==> src/rtl/heichips25_iout_pkg.sv <==
// Shared types and pin-map constants for the iout edge counter.
// Optional build macro: IOUT_GLITCH_FILTER_EN.
package heichips25_iout_pkg;

  typedef enum logic [1:0] {
    IDLE = 2'd0,
    GATE = 2'd1,
    SEND = 2'd2
  } state_e;

  localparam int VALID_BIT = 0;
  localparam int READY_BIT = 1;
  localparam int BUSY_BIT  = 2;
  localparam int OVF_BIT   = 3;

  localparam int UI_START = 0;
  localparam int UI_CONT  = 1;

  localparam logic [7:0] UIO_OE_VAL = 8'h0D;

endpackage

==> src/rtl/heichips25_iout_sync.sv <==
// iout synchroniser, optional majority filter, registered rising-edge pulse.
// IOUT_GLITCH_FILTER_EN adds a 3-sample majority vote (latency 3 -> 4).
module heichips25_iout_sync (
  input  logic clk,
  input  logic rst_n,
  input  logic iout,
  output logic edge_p
);

  logic [1:0] sync_q;
  logic       lvl;
  logic       prev_q;
  logic       edge_q;

`ifdef IOUT_GLITCH_FILTER_EN
  logic [1:0] hist_q;

  // two of the last three samples must agree, so 1-cycle pulses vanish
  assign lvl = (sync_q[1] & hist_q[0])
             | (sync_q[1] & hist_q[1])
             | (hist_q[0] & hist_q[1]);

  always_ff @(posedge clk) begin
    if (!rst_n) begin
      hist_q <= '0;
    end else begin
      hist_q <= {hist_q[0], sync_q[1]};
    end
  end
`else
  assign lvl = sync_q[1];
`endif

  always_ff @(posedge clk) begin
    if (!rst_n) begin
      sync_q <= '0;
      prev_q <= 1'b0;
      edge_q <= 1'b0;
    end else begin
      sync_q <= {sync_q[0], iout};
      prev_q <= lvl;
      edge_q <= lvl & ~prev_q;
    end
  end

  assign edge_p = edge_q;

endmodule

==> src/rtl/heichips25_iout_counter.sv <==
// Gated rising-edge counter on iout, result streamed MSB byte first.
// Optional build macro: IOUT_GLITCH_FILTER_EN (see heichips25_iout_sync).
module heichips25_iout_counter
  import heichips25_iout_pkg::*;
#(
  parameter int CNT_W         = 24,
  parameter int GATE_MIN_LOG2 = 8
) (
  input  logic       clk,
  input  logic       rst_n,
  input  logic       ena,
  input  logic [7:0] ui_in,
  output logic [7:0] uo_out,
  input  logic [7:0] uio_in,
  output logic [7:0] uio_out,
  output logic [7:0] uio_oe,
  input  logic       iout
);

  localparam int NB    = CNT_W / 8;
  localparam int IDX_W = (NB > 1) ? $clog2(NB) : 1;
  localparam int GW    = GATE_MIN_LOG2 + 4;

  state_e             state_q, state_d;
  logic [CNT_W-1:0]   cnt_q, cnt_d;
  logic               ovf_q, ovf_d;
  logic [1:0]         g_q, g_d;
  logic [GW-1:0]      gcnt_q, gcnt_d;
  logic [IDX_W-1:0]   idx_q, idx_d;
  logic [7:0]         last_q, last_d;

  logic               edge_p;
  logic               start;
  logic               cont;
  logic               ready;
  logic [1:0]         g_in;
  logic [GW-1:0]      win_last;
  logic               gate_end;
  logic               last_byte;
  logic [7:0]         cur_byte;
  logic               unused;

  assign unused = &{1'b0, ena, ui_in[7:6], ui_in[3:2],
                    uio_in[7:2], uio_in[0]};

  heichips25_iout_sync u_sync (
    .clk    (clk),
    .rst_n  (rst_n),
    .iout   (iout),
    .edge_p (edge_p)
  );

  assign start     = ui_in[UI_START];
  assign cont      = ui_in[UI_CONT];
  assign g_in      = ui_in[5:4];
  assign ready     = uio_in[READY_BIT];
  assign win_last  = (GW'(1) << (GATE_MIN_LOG2 + int'(g_q)))
                   - GW'(1);
  assign gate_end  = (gcnt_q == win_last);
  assign last_byte = (idx_q == IDX_W'(NB - 1));

  always_comb begin
    cur_byte = cnt_q[CNT_W-1 -: 8];
    for (int i = 0; i < NB; i++) begin
      if (idx_q == IDX_W'(i)) begin
        cur_byte = cnt_q[CNT_W-1-8*i -: 8];
      end
    end
  end

  always_ff @(posedge clk) begin
    if (!rst_n) begin
      state_q <= IDLE;
      cnt_q   <= '0;
      ovf_q   <= 1'b0;
      g_q     <= '0;
      gcnt_q  <= '0;
      idx_q   <= '0;
      last_q  <= '0;
    end else begin
      state_q <= state_d;
      cnt_q   <= cnt_d;
      ovf_q   <= ovf_d;
      g_q     <= g_d;
      gcnt_q  <= gcnt_d;
      idx_q   <= idx_d;
      last_q  <= last_d;
    end
  end

  always_comb begin
    state_d = state_q;
    cnt_d   = cnt_q;
    ovf_d   = ovf_q;
    g_d     = g_q;
    gcnt_d  = gcnt_q;
    idx_d   = idx_q;
    last_d  = last_q;
    unique case (1'b1)
      (state_q == IDLE): begin
        if (start) begin
          state_d = GATE;
          cnt_d   = '0;
          ovf_d   = 1'b0;
          gcnt_d  = '0;
          g_d     = g_in;
          idx_d   = '0;
        end
      end
      (state_q == GATE): begin
        gcnt_d = gcnt_q + GW'(1);
        if (edge_p) begin
          if (&cnt_q) begin
            ovf_d = 1'b1;
          end else begin
            cnt_d = cnt_q + CNT_W'(1);
          end
        end
        if (gate_end) begin
          state_d = SEND;
          idx_d   = '0;
        end
      end
      (state_q == SEND): begin
        if (ready) begin
          if (last_byte) begin
            last_d = cur_byte;
            idx_d  = '0;
            // back-to-back window: no IDLE cycle in between
            if (cont) begin
              state_d = GATE;
              cnt_d   = '0;
              ovf_d   = 1'b0;
              gcnt_d  = '0;
              g_d     = g_in;
            end else begin
              state_d = IDLE;
            end
          end else begin
            idx_d = idx_q + IDX_W'(1);
          end
        end
      end
      default: begin
        state_d = IDLE;
      end
    endcase
  end

  always_comb begin
    uo_out             = (state_q == SEND) ? cur_byte : last_q;
    uio_out            = '0;
    uio_out[VALID_BIT] = (state_q == SEND);
    uio_out[BUSY_BIT]  = (state_q == GATE);
    uio_out[OVF_BIT]   = ovf_q;
    uio_oe             = UIO_OE_VAL;
  end

endmodule

==> config.mk <==
export PLATFORM = sky130hd
export DESIGN_NAME = heichips25_iout_counter
export DESIGN_NICKNAME = d
export VERILOG_FILES = /design/src/rtl/heichips25_iout_pkg.sv /design/src/rtl/heichips25_iout_sync.sv /design/src/rtl/heichips25_iout_counter.sv
export SDC_FILE = /design/constraint.sdc
export NUM_CORES = 1
export LEC_CHECK = 0
export ABC_AREA = 0
export CAP_MARGIN = 20
export CORE_UTILIZATION = 59
export CTS_CLUSTER_SIZE = 28
export DETAILED_ROUTE_END_ITERATION = 8
export GPL_TIMING_DRIVEN = 0
export PLACE_DENSITY = 0.89
export SYNTH_ARGS = -nofsm -noshare
export SYNTH_HDL_FRONTEND = slang
export SYNTH_SLANG_ARGS = --single-unit
export TNS_END_PERCENT = 30
==> constraint.sdc <==
create_clock -name clk -period 2.9 [get_ports clk]
set_input_delay 0.29 -clock clk [delete_from_list [all_inputs] [get_ports clk]]
set_output_delay 0.29 -clock clk [all_outputs]
set_load 0.05 [all_outputs]
# Word level (Yosys, flattened, before mapping)
# Cells that the tools add are included.
dict set report word_totals {
  register_bits 55
  input_bits 20
  output_inout_bits 24
  elab_cells 80
}
dict set report op_classes {
  n_addsub 5
  eq_ne 13
  n_shift 1
  n_mux 38
  bitwise_logic 2
  n_reduce_logical 11
}
# operator count
set op_table {}
lappend op_table {{2-to-1 mux 24 bit} 6}
lappend op_table {{case mux 24 bit (3 select lines)} 1}
lappend op_table {{2-to-1 mux 12 bit} 4}
lappend op_table {{case mux 12 bit (3 select lines)} 1}
lappend op_table {{adder 24 x 1 -> 24 bit (second input constant)} 1}
lappend op_table {{2-to-1 mux 2 bit} 12}
lappend op_table {{2-to-1 mux 8 bit} 3}
lappend op_table {{AND reduction 24 bit} 1}
lappend op_table {{AND reduction 7 bit} 2}
lappend op_table {{adder 12 x 1 -> 12 bit (second input constant)} 1}
lappend op_table {{equality test 12 bit} 1}
lappend op_table {{case mux 2 bit (3 select lines)} 2}
lappend op_table {{<< shifter 1 x 5 -> 12 bit (first input constant)} 1}
lappend op_table {{subtractor 12 x 2 -> 12 bit (second input constant)} 1}
lappend op_table {{AND reduction 5 bit} 2}
lappend op_table {{!= test 2 x 1 -> 1 bit (second input constant)} 4}
lappend op_table {{!= test 2 bit (second input constant)} 4}
lappend op_table {{AND reduction 4 bit} 2}
lappend op_table {{2-to-1 mux 1 bit} 7}
lappend op_table {{adder 4 x 2 -> 5 bit (first input constant)} 1}
lappend op_table {{equality test 2 x 1 -> 1 bit (second input constant)} 2}
lappend op_table {{equality test 2 bit (second input constant)} 2}
lappend op_table {{case mux 2 bit (2 select lines)} 1}
lappend op_table {{case mux 1 bit (3 select lines)} 1}
lappend op_table {{other kinds (7)} 7}

# Depth between registers and ports, before layout
# Gate-level depths: netlist of the first run.
dict set report logic_depth {
  ltp_word 6
  mapped_depth 8
  ltp_nobuf 6
}

# Cells and area by module
# From an unflattened synthesis of the first run, not the netlist that was laid out.
dict set report unflattened {
  hier_cells 389
  area_unflattened_um2 3198.1
}
# mod n_inst cells_each area_each_um2 seq_area_each_um2
set by_module_without_submodules {}
lappend by_module_without_submodules {heichips25_iout_counter 1 381 3086.7 1021.0}
lappend by_module_without_submodules {heichips25_iout_sync 1 8 111.4 80.1}

# Least setup slack after synthesis of the first run
# OpenSTA, ideal clock, no wires.
dict set report synth_timing {
  path_type {register to output}
  start {register idx_q[0]}
  end {output port uo_out[5]}
  arrival_time_ns 2.041
  required_time_ns 2.610
  path_slack_ns 0.569
  stages_incl_launch_ff 7
  path_buffers 2
  cell_sequence {dfxtp_1 -> buf_2 -> buf_2 -> mux2i_1 -> nand2_1 -> o21ai_0 -> o21ai_0}
}
dict set report synth_between {
  elab_chain_len 4
  elab_cells_between_ends 5
  classes_between {eq/ne: 2; mux: 3}
}
# element line
set synth_rtl {}
lappend synth_rtl {{start, declared} heichips25_iout_counter.sv:29} ;# logic [IDX_W-1:0] idx_q, idx_d;
lappend synth_rtl {{start signal, assigned} heichips25_iout_counter.sv:86} ;# idx_q <= idx_d;
lappend synth_rtl {{equality test 2 x 1 -> 1 bit} heichips25_iout_counter.sv:65} ;# if (idx_q == IDX_W'(i)) begin
lappend synth_rtl {{2-to-1 mux 8 bit} heichips25_iout_counter.sv:65}
lappend synth_rtl {{2-to-1 mux 8 bit (*)} heichips25_iout_counter.sv:65}
lappend synth_rtl {{2-to-1 mux 8 bit (*)} heichips25_iout_counter.sv:151} ;# uo_out = (state_q == SEND) ? cur_byte : last_q;
lappend synth_rtl {{end, declared} heichips25_iout_counter.sv:13} ;# output logic [7:0] uo_out,
# Every way passes the cells marked *; elsewhere a longest branch is shown, timed or not.

# Final worst setup path of the first run
dict set report layout_timing {
  start {register state_q[0]}
  end {output port uio_out[0]}
}
dict set report layout_between {
  elab_chain_len 1
}
# element line
set layout_rtl {}
lappend layout_rtl {{start, declared} heichips25_iout_counter.sv:24} ;# state_e state_q, state_d;
lappend layout_rtl {{start signal, assigned} heichips25_iout_counter.sv:81} ;# state_q <= state_d;
lappend layout_rtl {{equality test 2 bit} heichips25_iout_counter.sv:153} ;# uio_out[VALID_BIT] = (state_q == SEND);
lappend layout_rtl {{end, declared} heichips25_iout_counter.sv:15} ;# output logic [7:0] uio_out,
# No other way between the ends.

==> impl_metrics.toml, run 1 <==
[run_status]
status = "complete, no violations"

[floorplanning]
die-area_mm2 = 0.00541
initial_utilization = 0.628
placementRows = 25
die_x_um = 73.6
coreArea_mm2 = 0.00482
num_io_pins = 44
die-height_um = 73.6

[timing]
tightest_slew_ns = 0.793
fmax_ghz = 0.385
maxSlewHeadroom = 0.467
final-setup-viol-count = 0
rsz0062_at_grt = "no"
fin_crit_sh = 0.895
skew_ns = 0.00774
report.final.slew_viol_count = 0
fin_setup_tns_ns = 0
final-hold-violation-count = 0
min_period_ns = 2.60

[critical_path]
crit_path_max_fanout = 10
startpoint = "state_q[0]"
worst_setup_path_start_kind = "register"
rr_worst_depth = 7
r2r-start = "idx_q[1]"
worst-r2r-setup-slack_ns = 0.51
cp_data_arrival_time_ns = 2.31
timing.rr.end = "cnt_q[20]"
critPathRequiredTime_ns = 2.61
critPathKind = "reg -> out"
endpoint_kind = "primary output"

[clock_tree]
cts_made_buffers = 5
insertion_delay_ns = 0.31
post_cts_buffers = 0
htreeDepth = 2
numClockSinks = 55
cts_root_buf = "clkbuf_8"
clock_path_buffers = 2
cts_tree = "done"
path_clk_slew_ns = 0.09

[routing]
viasPerCell = 5.98
drcViolationCount = 0
wl_mm = 7.09
via_count = 2852
wl_per_cell_um = 14.9
dr.first_iter.drc_count = 186
drtAntennaViolNets = 0
dr.pass1.iters = 5

[logic_synthesis]
ys_ff_latch = 55
ys_seq_area_frac = 0.364
yosysWarnings = 0
yosys_most_used_dff = "dfxtp_1"
synthArstFlopShare = 0
synth_edf_count = 0
syn_area_mm2 = 0.00302
avgSynthCellArea_um2 = 8.10
syn_inst = 373
synth.distinct_cells = 56

[power_and_ir_drop]
ir_drop_mv = 0.265
swShare = 0.268
p_clk_frac = 0.345
p_switching_mw = 0.410
intPower_mw = 1.12
power.density_mw_per_mm2 = 441
seq_power_share = 0.510
combPwrFrac = 0.145
power.leakage_nw = 1.31

[job]
drv_cap = 0

[global_route]
grt_max_degree = 17
grt_pass1_vias = 2541
track_usage = 0.270
busiest_layer = "met2"
antenna_found_initial = 0
overflow = 0
met1_usage = 0.321
met2_usage = 0.466
grt_pass1_wl_mm = 11.2
grt_use_met3 = 0.0535

[final_layout]
syn_to_final_growth_pct = 14.7
n_antenna_cell = 0
nets = 431
fin_cells = 477
drive_above_1_share = 0.124

[min_path]
worstHoldPathCells = 1
worstHoldEndpoint = "u_sync.edge_p"
worstHoldStart = "u_sync.prev_q"
hold_class = "reg -> reg"

[placement]
hpwl_mm = 5.18
dp_cells = 469
place_congestion = 0.898
port_buffers = 18
## sequential cells by signal (all words and copies together) (netlist names)
register	flops
ovf_q	1
state_q	2
last_q	8
u_sync.prev_q	1
u_sync.sync_q	2
g_q	2
u_sync.edge_p	1
gcnt_q	12
idx_q	2
cnt_q	24
## synth_stat cells, types with 5 or more instances
library cell / instances / share of area
buf_4: 15 / 0.037
mux2_2: 6 / 0.022
xor2_1: 5 / 0.014
nand3_1: 16 / 0.026
nand2_1: 50 / 0.062
buf_2: 6 / 0.0099
xnor2_1: 14 / 0.041
and2_1: 8 / 0.017
mux2i_1: 9 / 0.030
or2_2: 8 / 0.017
o21ai_0: 23 / 0.038
nor2_1: 24 / 0.030
o31ai_1: 8 / 0.020
a21oi_1: 19 / 0.031
inv_1: 6 / 0.0074
nor3_1: 5 / 0.0083
or4_1: 8 / 0.020
nor4_1: 11 / 0.023
clkbuf_1: 11 / 0.014
or3_1: 6 / 0.012
nand4_1: 9 / 0.019
nor2b_1: 5 / 0.010
dfxtp_1: 55 / 0.36
## worst max-delay path, stage by stage (launching register included)
cell	delay (ns)
dfxtp_1	0.42
nand2b_1	0.12
clkbuf_1	0.27
clkbuf_1	0.39
inv_1	0.08
clkdlybuf4s50_1	0.71
## logic make-up (layout without fill, tap and decap cells)
kind of cell,after synthesis,count (layout),share of synthesized area
flip-flops,55,55,0.364
AND/OR/NAND/NOR,165,165,0.289
XOR/XNOR,19,19,0.0550
adder cells (fa/ha/maj),2,2,0.00828
buffers and inverters,41,67,0.0745
other,2,13,0.00248
multiplexers,15,15,0.0522
AO/OA/AOI/OAI,74,74,0.154
## power groups by stage
stage               logic (mW)  registers [mW]  clock network [mW]
global placement         0.214           0.796                   0
detailed placement       0.218           0.798                   0
global route             0.239           0.782               0.563
CTS                      0.219           0.780               0.532
finish                   0.222           0.780               0.527
floorplan                0.168           0.794                   0
## area by class of cell
class / instances / area (µm²)
clock buffer: 6 / 82.6
inverter: 7 / 26.3
tap: 67 / 83.8
fill: 402 / 1350
multi-input combinational: 288 / 1740
buffer: 34 / 199
timing repair buffer: 18 / 200
sequential: 55 / 1100
clock inverter: 2 / 35.0
## layer usage
metal	share of wire	up-vias
li1	-	1367
met1	0.41	1331
met2	0.49	128
met3	0.063	26
met4	0.036	0
met5	0	-
## worst max path at each step
stage	endpoint	slack [ns]	depth (start not counted)
2_1_floorplan	uo_out[5]	0.57	6
3_3_place_gp	cnt_q[20]	0.32	7
3_5_place_dp	cnt_q[20]	0.24	7
4_1_cts	uo_out[5]	0.09	6
5_1_grt	uio_out[0]	0.16	5
6_report	uio_out[0]	0.30	5
## placed cells by master, fill, tap and decap left out, types with 2 or more instances in the layout
| cell type | synthesis | final |
|---|---|---|
| o21a_1 | 3 | 3 |
| dlymetal6s2s_1 | 0 | 8 |
| a21oi_1 | 19 | 19 |
| o211ai_1 | 4 | 4 |
| a31oi_1 | 2 | 2 |
| clkdlybuf4s50_1 | 0 | 10 |
| o22a_1 | 2 | 2 |
| nand2_1 | 50 | 50 |
| buf_2 | 6 | 6 |
| nand2b_1 | 3 | 3 |
| o21bai_1 | 2 | 2 |
| nor2_1 | 24 | 24 |
| or3_1 | 6 | 6 |
| and2_1 | 8 | 8 |
| xnor2_1 | 14 | 14 |
| o31ai_1 | 8 | 8 |
| nand3_1 | 16 | 16 |
| ha_1 | 2 | 2 |
| nor4_1 | 11 | 11 |
| clkbuf_1 | 11 | 11 |
| a211oi_1 | 2 | 2 |
| mux2i_1 | 9 | 9 |
| or2_2 | 8 | 8 |
| nor2b_1 | 5 | 5 |
| o21ai_0 | 23 | 23 |
| or4_1 | 8 | 8 |
| mux2_2 | 6 | 6 |
| dfxtp_1 | 55 | 55 |
| xor2_1 | 5 | 5 |
| inv_1 | 6 | 6 |
| buf_4 | 15 | 15 |
| conb_1 | 2 | 13 |
| nor3_1 | 5 | 5 |
| nand4_1 | 9 | 9 |
| clkbuf_8 | 0 | 6 |
## through the flow
| stage | hold slack [ns] | instance area (µm²) | power (mW) | setup WS [ns] | utilization |
|---|---|---|---|---|---|
| final | 0.387 | 3470 | 1.53 | 0.304 | 0.719 |
| after global routing | 0.400 | 3470 | 1.58 | 0.159 | 0.719 |
| after CTS | 0.390 | 3450 | 1.53 | 0.0853 | 0.715 |
| after detailed placement | 0.376 | 3330 | 1.02 | 0.241 | 0.691 |
| after global placement | 0.371 | 3330 | 1.01 | 0.325 | 0.691 |
| after floorplan | 0.367 | 3060 | 0.962 | 0.569 | - |
## repair_timing
action                                  in CTS  in global routing
gates resized for setup                      0                  8
endpoints found under the setup margin       0                  8
hold buffers                                 0                  0
No activity file was read; power rests on OpenSTA's default activity.
==> inputs of run 2 (changes only) <==
==> constraint.sdc (replaced) <==
create_clock -name clk -period 3.1 [get_ports clk]
set_input_delay 0.31 -clock clk [delete_from_list [all_inputs] [get_ports clk]]
set_output_delay 0.31 -clock clk [all_outputs]
set_load 0.05 [all_outputs]
==> run 2 against run 1 <==
Die area stayed put. Routed wire length is 0.16% lower. Non-clock buffer count stayed put. Final cell count stayed put. Flip-flop and latch count stayed put. Register-to-register slack better by 0.23 ns. Critical path type unchanged. Critical endpoint is now uo_out[2]. Largest cell class unchanged.
==> impl_metrics.toml, run 2 (same netlist as run 1, synthesis figures left out) <==
[global_route]
grt_max_degree = 17
grt_pass1_wl_mm = 11.2
antenna_found_initial = 0
track_usage = 0.270
grt_pass1_vias = 2541
overflow = 0

[critical_path]
critPathKind = "reg -> out"
worst_setup_path_start_kind = "register"
crit_path_max_fanout = 10
cp_data_arrival_time_ns = 2.54
critPathRequiredTime_ns = 2.79
endpoint_kind = "primary output"

[routing]
viasPerCell = 5.96
drcViolationCount = 0
drtAntennaViolNets = 0
wl_mm = 7.07
wl_per_cell_um = 14.8
dr.pass1.iters = 5
dr.first_iter.drc_count = 199
via_count = 2841

[final_layout]
syn_to_final_growth_pct = 14.0
drive_above_1_share = 0.124
layout_commonest_cell = "dfxtp_1"
nets = 431
final_cell_mix = "55 x dfxtp_1, 50 x nand2_1, 24 x nor2_1, 23 x o21ai_0, 19 x a21oi_1"
n_antenna_cell = 0
fin_util = 0.715
largest_reg_flops = 24
reg_top3 = "cnt_q x24, gcnt_q x12, last_q x8"
regMostFlops = "cnt_q"
fin_cells = 477

[clock_tree]
path_clk_slew_ns = 0.09
cts_tree = "done"
cts_resized = 0
cts_root_buf = "clkbuf_8"
numClockSinks = 55
htreeDepth = 2
clock_path_buffers = 2
post_cts_buffers = 0
hold_buffers = 0
insertion_delay_ns = 0.31
cts_made_buffers = 5

[timing]
fin_setup_tns_ns = 0
min_period_ns = 2.85
final-setup-viol-count = 0
report.final.slew_viol_count = 0
skew_ns = 0.00789
fmax_ghz = 0.351
maxSlewHeadroom = 0.464
rsz0062_at_grt = "no"
tightest_slew_ns = 0.797
fin_crit_sh = 0.918
final-hold-violation-count = 0

[placement]
hpwl_mm = 5.18
port_buffers = 18
place_congestion = 0.898
dp_cells = 469

[floorplanning]
initial_utilization = 0.628
die-area_mm2 = 0.00541
die_x_um = 73.6
placementRows = 25
die-height_um = 73.6
coreArea_mm2 = 0.00482
num_io_pins = 44

[power_and_ir_drop]
combPwrFrac = 0.145
ir_drop_mv = 0.247
p_total_mw = 1.43
seq_power_share = 0.511
power.leakage_nw = 1.16
swShare = 0.267
p_switching_mw = 0.382
p_clk_frac = 0.344
power.density_mw_per_mm2 = 415
intPower_mw = 1.05

[min_path]
hold_class = "reg -> reg"

[job]
drv_cap = 0

[run_status]
status = "complete, no violations"
[run 2: cell types whose count changed in the layout (fill, tap and decap cells not counted)]
cell and change:
dlymetal6s2s_1 -8, clkdlybuf4s50_1 +8
[run 2: worst max-delay path, cell delays in order, from the launching register on]
cell,delay (ns)
dfxtp_1,0.42
nand2b_1,0.12
clkbuf_1,0.27
clkbuf_1,0.39
nand2_1,0.11
o21ai_0,0.09
clkdlybuf4s50_1,0.82
[run 2: layout make-up]
| cell class | instances | area (µm²) |
|---|---|---|
| Inverter | 7 | 26.3 |
| Clock buffer | 6 | 82.6 |
| Fill cell | 409 | 1370 |
| Sequential cell | 55 | 1100 |
| Buffer | 34 | 199 |
| Multi-Input combinational cell | 288 | 1740 |
| Clock inverter | 2 | 35.0 |
| Timing Repair Buffer | 18 | 180 |
| Tap cell | 67 | 83.8 |
[run 2: metrics by stage]
step                      setup slack [ns]  hold WS (ns)  area [µm²]
after floorplan                      0.749         0.367        3060
after global placement               0.505         0.371        3330
after detailed placement             0.421         0.376        3330
after CTS                            0.265         0.390        3450
after global routing                0.0309         0.400        3450
final                                0.253         0.387        3450
[run 2: power groups by stage]
stage | Sequential, mW | Combinational (mW) | Clock, mW
after floorplan | 0.743 | 0.157 | 0
after global placement | 0.745 | 0.200 | 0
after detailed placement | 0.746 | 0.204 | 0
after CTS | 0.730 | 0.205 | 0.498
after global routing | 0.732 | 0.224 | 0.526
final | 0.730 | 0.208 | 0.492
[run 2: worst paths after layout]
path | startpoint | end | slack (ns) | depth (start not counted)
max | state_q[0] | uo_out[2] | 0.25 | 6
min | u_sync.prev_q | u_sync.edge_p | 0.39 | 1
max reg2reg | idx_q[1] | cnt_q[20] | 0.74 | 7
min reg2reg | u_sync.prev_q | u_sync.edge_p | 0.39 | 1
[run 2: layer usage]
layer / vias up / share of wire / global-route usage
li1: 1367 / - / -
met1: 1332 / 0.42 / 0.321
met2: 116 / 0.49 / 0.466
met3: 26 / 0.057 / 0.0535
met4: 0 / 0.032 / 0.126
met5: - / 0 / 0
